## src/rtl/btn_conditioner.sv

```systemverilog
// btn_conditioner: per-channel 2-flop synchroniser, debouncer, press/release pulses and last-key encoder.
// Optional macro AUTOREPEAT_EN adds auto-repeat press pulses while a button stays held.
module btn_conditioner #(
  parameter int N_BTN           = 5,
  parameter int DEBOUNCE_CYCLES = 500000,
  parameter int REPEAT_DELAY    = 25000000,
  parameter int REPEAT_PERIOD   = 5000000
) (
  input  logic             CLK50MHZ,
  input  logic             rst,
  input  logic [N_BTN-1:0] btn_raw,
  output logic [N_BTN-1:0] btn_level,
  output logic [N_BTN-1:0] btn_press,
  output logic [N_BTN-1:0] btn_release,
  output logic [2:0]       btn_code,
  output logic             btn_valid
);

  localparam int            CW      = $clog2(DEBOUNCE_CYCLES);
  localparam logic [CW-1:0] CNT_MAX = CW'(DEBOUNCE_CYCLES - 1);

  if (N_BTN < 1 || N_BTN > 8 || DEBOUNCE_CYCLES < 2 || REPEAT_DELAY < 1 || REPEAT_PERIOD < 1)
  begin : g_bad_param
    $error("btn_conditioner: parameter out of range");
  end

  logic [N_BTN-1:0] sync1, sync2;
  logic [CW-1:0]    cnt [N_BTN];
  logic [N_BTN-1:0] accept;
  logic [N_BTN-1:0] repeat_hit;
  logic [N_BTN-1:0] press_next;
  logic [N_BTN-1:0] release_next;
  logic [2:0]       code_next;

  // NOTE: sequential state uses non-blocking assignments so every flop samples pre-edge values.
  always_ff @(posedge CLK50MHZ) begin
    if (rst) begin
      sync1 <= '0;
      sync2 <= '0;
    end else begin
      sync1 <= btn_raw;
      sync2 <= sync1;
    end
  end

  // NOTE: default every always_comb output first so no path leaves a latch behind.
  always_comb begin
    accept = '0;
    for (int i = 0; i < N_BTN; i++) begin
      accept[i] = (sync2[i] != btn_level[i]) && (cnt[i] == CNT_MAX);
    end
  end

  always_ff @(posedge CLK50MHZ) begin
    if (rst) begin
      btn_level <= '0;
      for (int i = 0; i < N_BTN; i++) cnt[i] <= '0;
    end else begin
      for (int i = 0; i < N_BTN; i++) begin
        if (sync2[i] == btn_level[i] || accept[i]) cnt[i] <= '0;
        else                                      cnt[i] <= cnt[i] + 1'b1;
      end
      btn_level <= btn_level ^ accept;
    end
  end

`ifdef AUTOREPEAT_EN
  localparam int            RW       = $clog2(REPEAT_DELAY + REPEAT_PERIOD + 1);
  localparam logic [RW-1:0] R_FIRST  = RW'(REPEAT_DELAY - 1);
  localparam logic [RW-1:0] R_NEXT   = RW'(REPEAT_DELAY + REPEAT_PERIOD - 1);
  localparam logic [RW-1:0] R_RELOAD = RW'(REPEAT_DELAY);

  logic [RW-1:0] rpt_cnt [N_BTN];

  always_comb begin
    repeat_hit = '0;
    for (int i = 0; i < N_BTN; i++) begin
      repeat_hit[i] = btn_level[i] && !accept[i] &&
                      (rpt_cnt[i] == R_FIRST || rpt_cnt[i] == R_NEXT);
    end
  end

  // After the first repeat the counter cycles between R_RELOAD and R_NEXT, one period apart.
  always_ff @(posedge CLK50MHZ) begin
    if (rst) begin
      for (int i = 0; i < N_BTN; i++) rpt_cnt[i] <= '0;
    end else begin
      for (int i = 0; i < N_BTN; i++) begin
        if (accept[i] || !btn_level[i]) rpt_cnt[i] <= '0;
        else if (rpt_cnt[i] == R_NEXT)  rpt_cnt[i] <= R_RELOAD;
        else                            rpt_cnt[i] <= rpt_cnt[i] + 1'b1;
      end
    end
  end
`else
  assign repeat_hit = '0;
`endif

  assign press_next   = (accept & sync2) | repeat_hit;
  assign release_next = accept & ~sync2;

  always_comb begin
    code_next = 3'd0;
    for (int i = N_BTN - 1; i >= 0; i--) begin
      if (press_next[i]) code_next = 3'(i);
    end
  end

  always_ff @(posedge CLK50MHZ) begin
    if (rst) begin
      btn_press   <= '0;
      btn_release <= '0;
      btn_code    <= '0;
      btn_valid   <= 1'b0;
    end else begin
      btn_press   <= press_next;
      btn_release <= release_next;
      btn_valid   <= |press_next;
      if (|press_next) btn_code <= code_next;
    end
  end

endmodule
```

## config.mk

```make
export PLATFORM = sky130hd
export DESIGN_NAME = btn_conditioner
export DESIGN_NICKNAME = d
export VERILOG_FILES = /design/src/rtl/btn_conditioner.sv
export SDC_FILE = /design/constraint.sdc
export NUM_CORES = 1
export LEC_CHECK = 0
export CAP_MARGIN = 30
export CORE_MARGIN = 2
export CORE_UTILIZATION = 65
export DETAILED_ROUTE_END_ITERATION = 6
export PLACE_DENSITY = 0.88
export SKIP_CTS_REPAIR_TIMING = 1
export SYNTH_ARGS = -nofsm -noshare
export SYNTH_HDL_FRONTEND = slang
export SYNTH_SLANG_ARGS = --single-unit
```

## constraint.sdc

```tcl
create_clock -name CLK50MHZ -period 5.9 [get_ports CLK50MHZ]
set_input_delay 1.18 -clock CLK50MHZ [delete_from_list [all_inputs] [get_ports CLK50MHZ]]
set_output_delay 1.18 -clock CLK50MHZ [all_outputs]
set_load 0.05 [all_outputs]
```

==> reports/metrics.csv <==
stage;metric;value;unit
flow_run;max-capacitance violation count;0;
power_and_ir_drop;power per cell area;286;nW/µm²
worst_setup_path;buffer and inverter count on the worst path;1;
worst_setup_path;Critical Path Source Type;flop;
sta;Rel. slew slack;50.4;%
synth;register bit count reported by yosys;124;
placement;Post-DP HPWL;8100;µm
placement;placer's final routability congestion estimate;0.835;
cts;root buffer cell;clkbuf_8;
worst_setup_path;CP top delay family;buffers and inverters;
min_path;WHS Path Cells;1;
worst_setup_path;worst r2r src;cnt[1][0];
min_path;hold wc startpoint;sync1[2];
synth;top post-synthesis cells by area;edfxtp_1 (47%), dfxtp_1 (9.5%), nor2_1 (7.5%);
sta;final hold violation count;0;
cts;CTS H-tree depth;4;
grt;first-pass GRT wire length;21400;µm
sta;worst slew pin tran;0.737;ns
worst_setup_path;CP Max Fanout;5;
grt;largest net degree at the start of global routing;29;
detailed_routing;via count;4526;
synth;syn_area_per_cell;10.7;µm²
finish;Cell Count, Final, Fillers Out;820;
sta;setup TNS;0;ns
synth;async set-reset flop share out of synthesis;0;%
power_and_ir_drop;maximum vdd drop;0.254;mV
sta;period utilization;51.6;%
worst_setup_path;path length in cells of the critical path;1;
die;Std-Cell Rows;35;
sta;Hold WS;0.441;ns
synth;EDFF count, synth;95;
finish;fillers;514;
sta;Final Slew Violations;0;
sta;final worst slack;2.85;ns
worst_setup_path;worst r2r dst;cnt[1][4];
worst_setup_path;FF-to-FF setup slack;3.33;ns
grt;initial antenna violation count;0;
die;die area;10200;µm²
grt;total global-route track usage;27.6;%
worst_setup_path;CP Class;reg -> out;
sta;RSZ-0062 raised after global routing;no;
worst_setup_path;CP arrival;1.87;ns
die;initial core utilization;66.6;%
cts;total clock sinks;124;
worst_setup_path;Req. time, crit path;4.72;ns
sta;Setup Skew;0.00973;ns
sta;Peak Freq;328;MHz
finish;area grow syn2layout;20.3;%
status;status;finished clean;
detailed_routing;first-pass iteration count of the detailed router;5;
cts;CTS tree;built;
detailed_routing;DR WL/cell;15.8;µm
detailed_routing;DR vias/cell;5.52;
synth;Yosys top cell by area;edfxtp_1;
sta;fin crit period;3.05;ns
power_and_ir_drop;Pleak;2.64;nW
finish;share of layout cells above drive strength 1;6.35;%
detailed_routing;final WL;12900;µm
synth;Mapped Area;6100;µm²
worst_setup_path;worst reg2reg path depth;6;
cts;clk_lat worst skew;0.52;ns
die;die height;101;µm
synth;Yosys warnings;0;
die;placeable core area;9150;µm²
synth;ys flop type;edfxtp_1;
synth;Yosys top cell area share;46.8;%
worst_setup_path;Worst setup EP type;primary output;
worst_setup_path;slowest stage delay, CP;0.87;ns
sta;# setup viols final;0;
placement;dpl ws;2.84;ns
detailed_routing;Final ANT Viol Nets;0;
die;die width;101;µm
synth;Unique masters post-synth;52;
grt;vias in the first global route;4517;
finish;ANT cells;0;
synth;post-synthesis sequential area ratio;56.3;%
finish;# nets final;708;
detailed_routing;initial drt markers;316;
placement;Port Buf Inserts;25;
die;# IOs;26;
synth;Syn Inst Count;569;
grt;gr ovfl total;0;
cts;clk buf depth;2;
finish;fin util;80.2;%
cts;Num CTS Buffers;17;
worst_setup_path;crit path cell chain;clkdlybuf4s50_1;
placement;placed cells;788;
min_path;Worst Hold Class;reg -> reg;
min_path;Hold Path End;sync2[2];
detailed_routing;# DRC;0;
worst_setup_path;CP max stage cell;clkdlybuf4s50_1;
cts;Worst-path clk slew;0.06;ns
[worst register-to-register path: stages (launching register included)]
cell and delay [ns]:
edfxtp_1 0.39, ha_1 0.23, nand4_1 0.23, nor4_1 0.48, and2_1 0.28, or3_1 0.54, nor2_1 0.14
[metal layers]
layer | up-vias | global-route usage, % | share of wire [%]
met3 | 28 | 6.66 | 4.4
met2 | 142 | 45.9 | 51
met5 | - | 0 | 0
met1 | 2195 | 34.4 | 43
met4 | 0 | 12.5 | 2.1
li1 | 2161 | - | -
[where the power goes]
part | total (W) | internal [W] | switching (W)
clock | 0.00102 | 0.000641 | 0.000377
sequential | 0.00101 | 0.000971 | 0.0000349
combinational | 0.0000724 | 0.0000303 | 0.0000421
[metrics by stage]
stage / power (W) / area [µm²]
3_3_place_gp: 0.00108 / 6760
4_1_cts: 0.00209 / 7340
6_report: 0.00210 / 7340
2_1_floorplan: 0.00107 / 6450
3_5_place_dp: 0.00109 / 6760
5_1_grt: 0.00215 / 7340
[worst max-delay path by stage]
stage	startpoint	endpoint	slack, ns
after floorplan	rst	cnt[4][10]	3.59
after global placement	rst	cnt[0][17]	2.95
after detailed placement	rst	cnt[0][12]	2.84
after CTS	flop	btn_level[1]	2.86
after global routing	flop	btn_level[1]	2.82
final	flop	btn_level[1]	2.85
[layout make-up]
class | count | area [µm²] | area share [%]
clock buffers | 20 | 425 | 5.80
clock inverters | 12 | 150 | 2.05
flip-flops and latches | 124 | 3430 | 46.8
multi-input cells | 514 | 2880 | 39.3
well taps | 111 | 139 | 1.89
inverters | 13 | 48.8 | 0.665
repair buffers | 26 | 258 | 3.51
[cell families (layout without fill, tap and decap cells)]
family                   after synthesis  after routing  synth area share, %
XOR/XNOR                              87             87                 12.5
adder cells (fa/ha/maj)                5              5                 1.03
multiplexers                           3              3                0.492
buffers and inverters                 25             71                 2.22
other                                  1             95               0.0615
AO/OA/AOI/OAI                         13             13                 1.35
flip-flops                           124            124                 56.3
AND/OR/NAND/NOR                      311            311                 26.1
[sequential cells by signal, indices dropped and copies added, names as in the netlist, named ones only]
name and count:
cnt 95, btn_press 5, btn_release 5, sync1 5
sync2 5, btn_code 3, btn_valid 1
[cell usage after synthesis (all sizes together) (5+ instances only)]
master and count:
nand4 14, edfxtp 95, and4 6, nor2 122, nor3 18, a21oi 5, nand3 39, and3 25
buf 9, ha 5, nand2 36, nor4 10, inv 13, xor2 42, nor2b 12, nand2b 5
dfxtp 29, xnor2 45
[cell usage in the layout (no fill, tap or decap), types with 4 or more instances in the layout]
cell	count
ha_1	5
nand2b_1	5
dfxtp_1	29
clkbuf_16	16
nor2b_1	12
nand4_1	14
a21oi_1	5
conb_1	95
nor3_1	18
xnor2_1	45
xor2_1	42
edfxtp_1	95
nor2_1	122
nand2_1	34
nor4_1	9
and3_1	21
clkdlybuf4s50_1	25
inv_1	13
and4_1	5
and3_2	4
nand3_1	39
(Power assumes the default switching activity.)
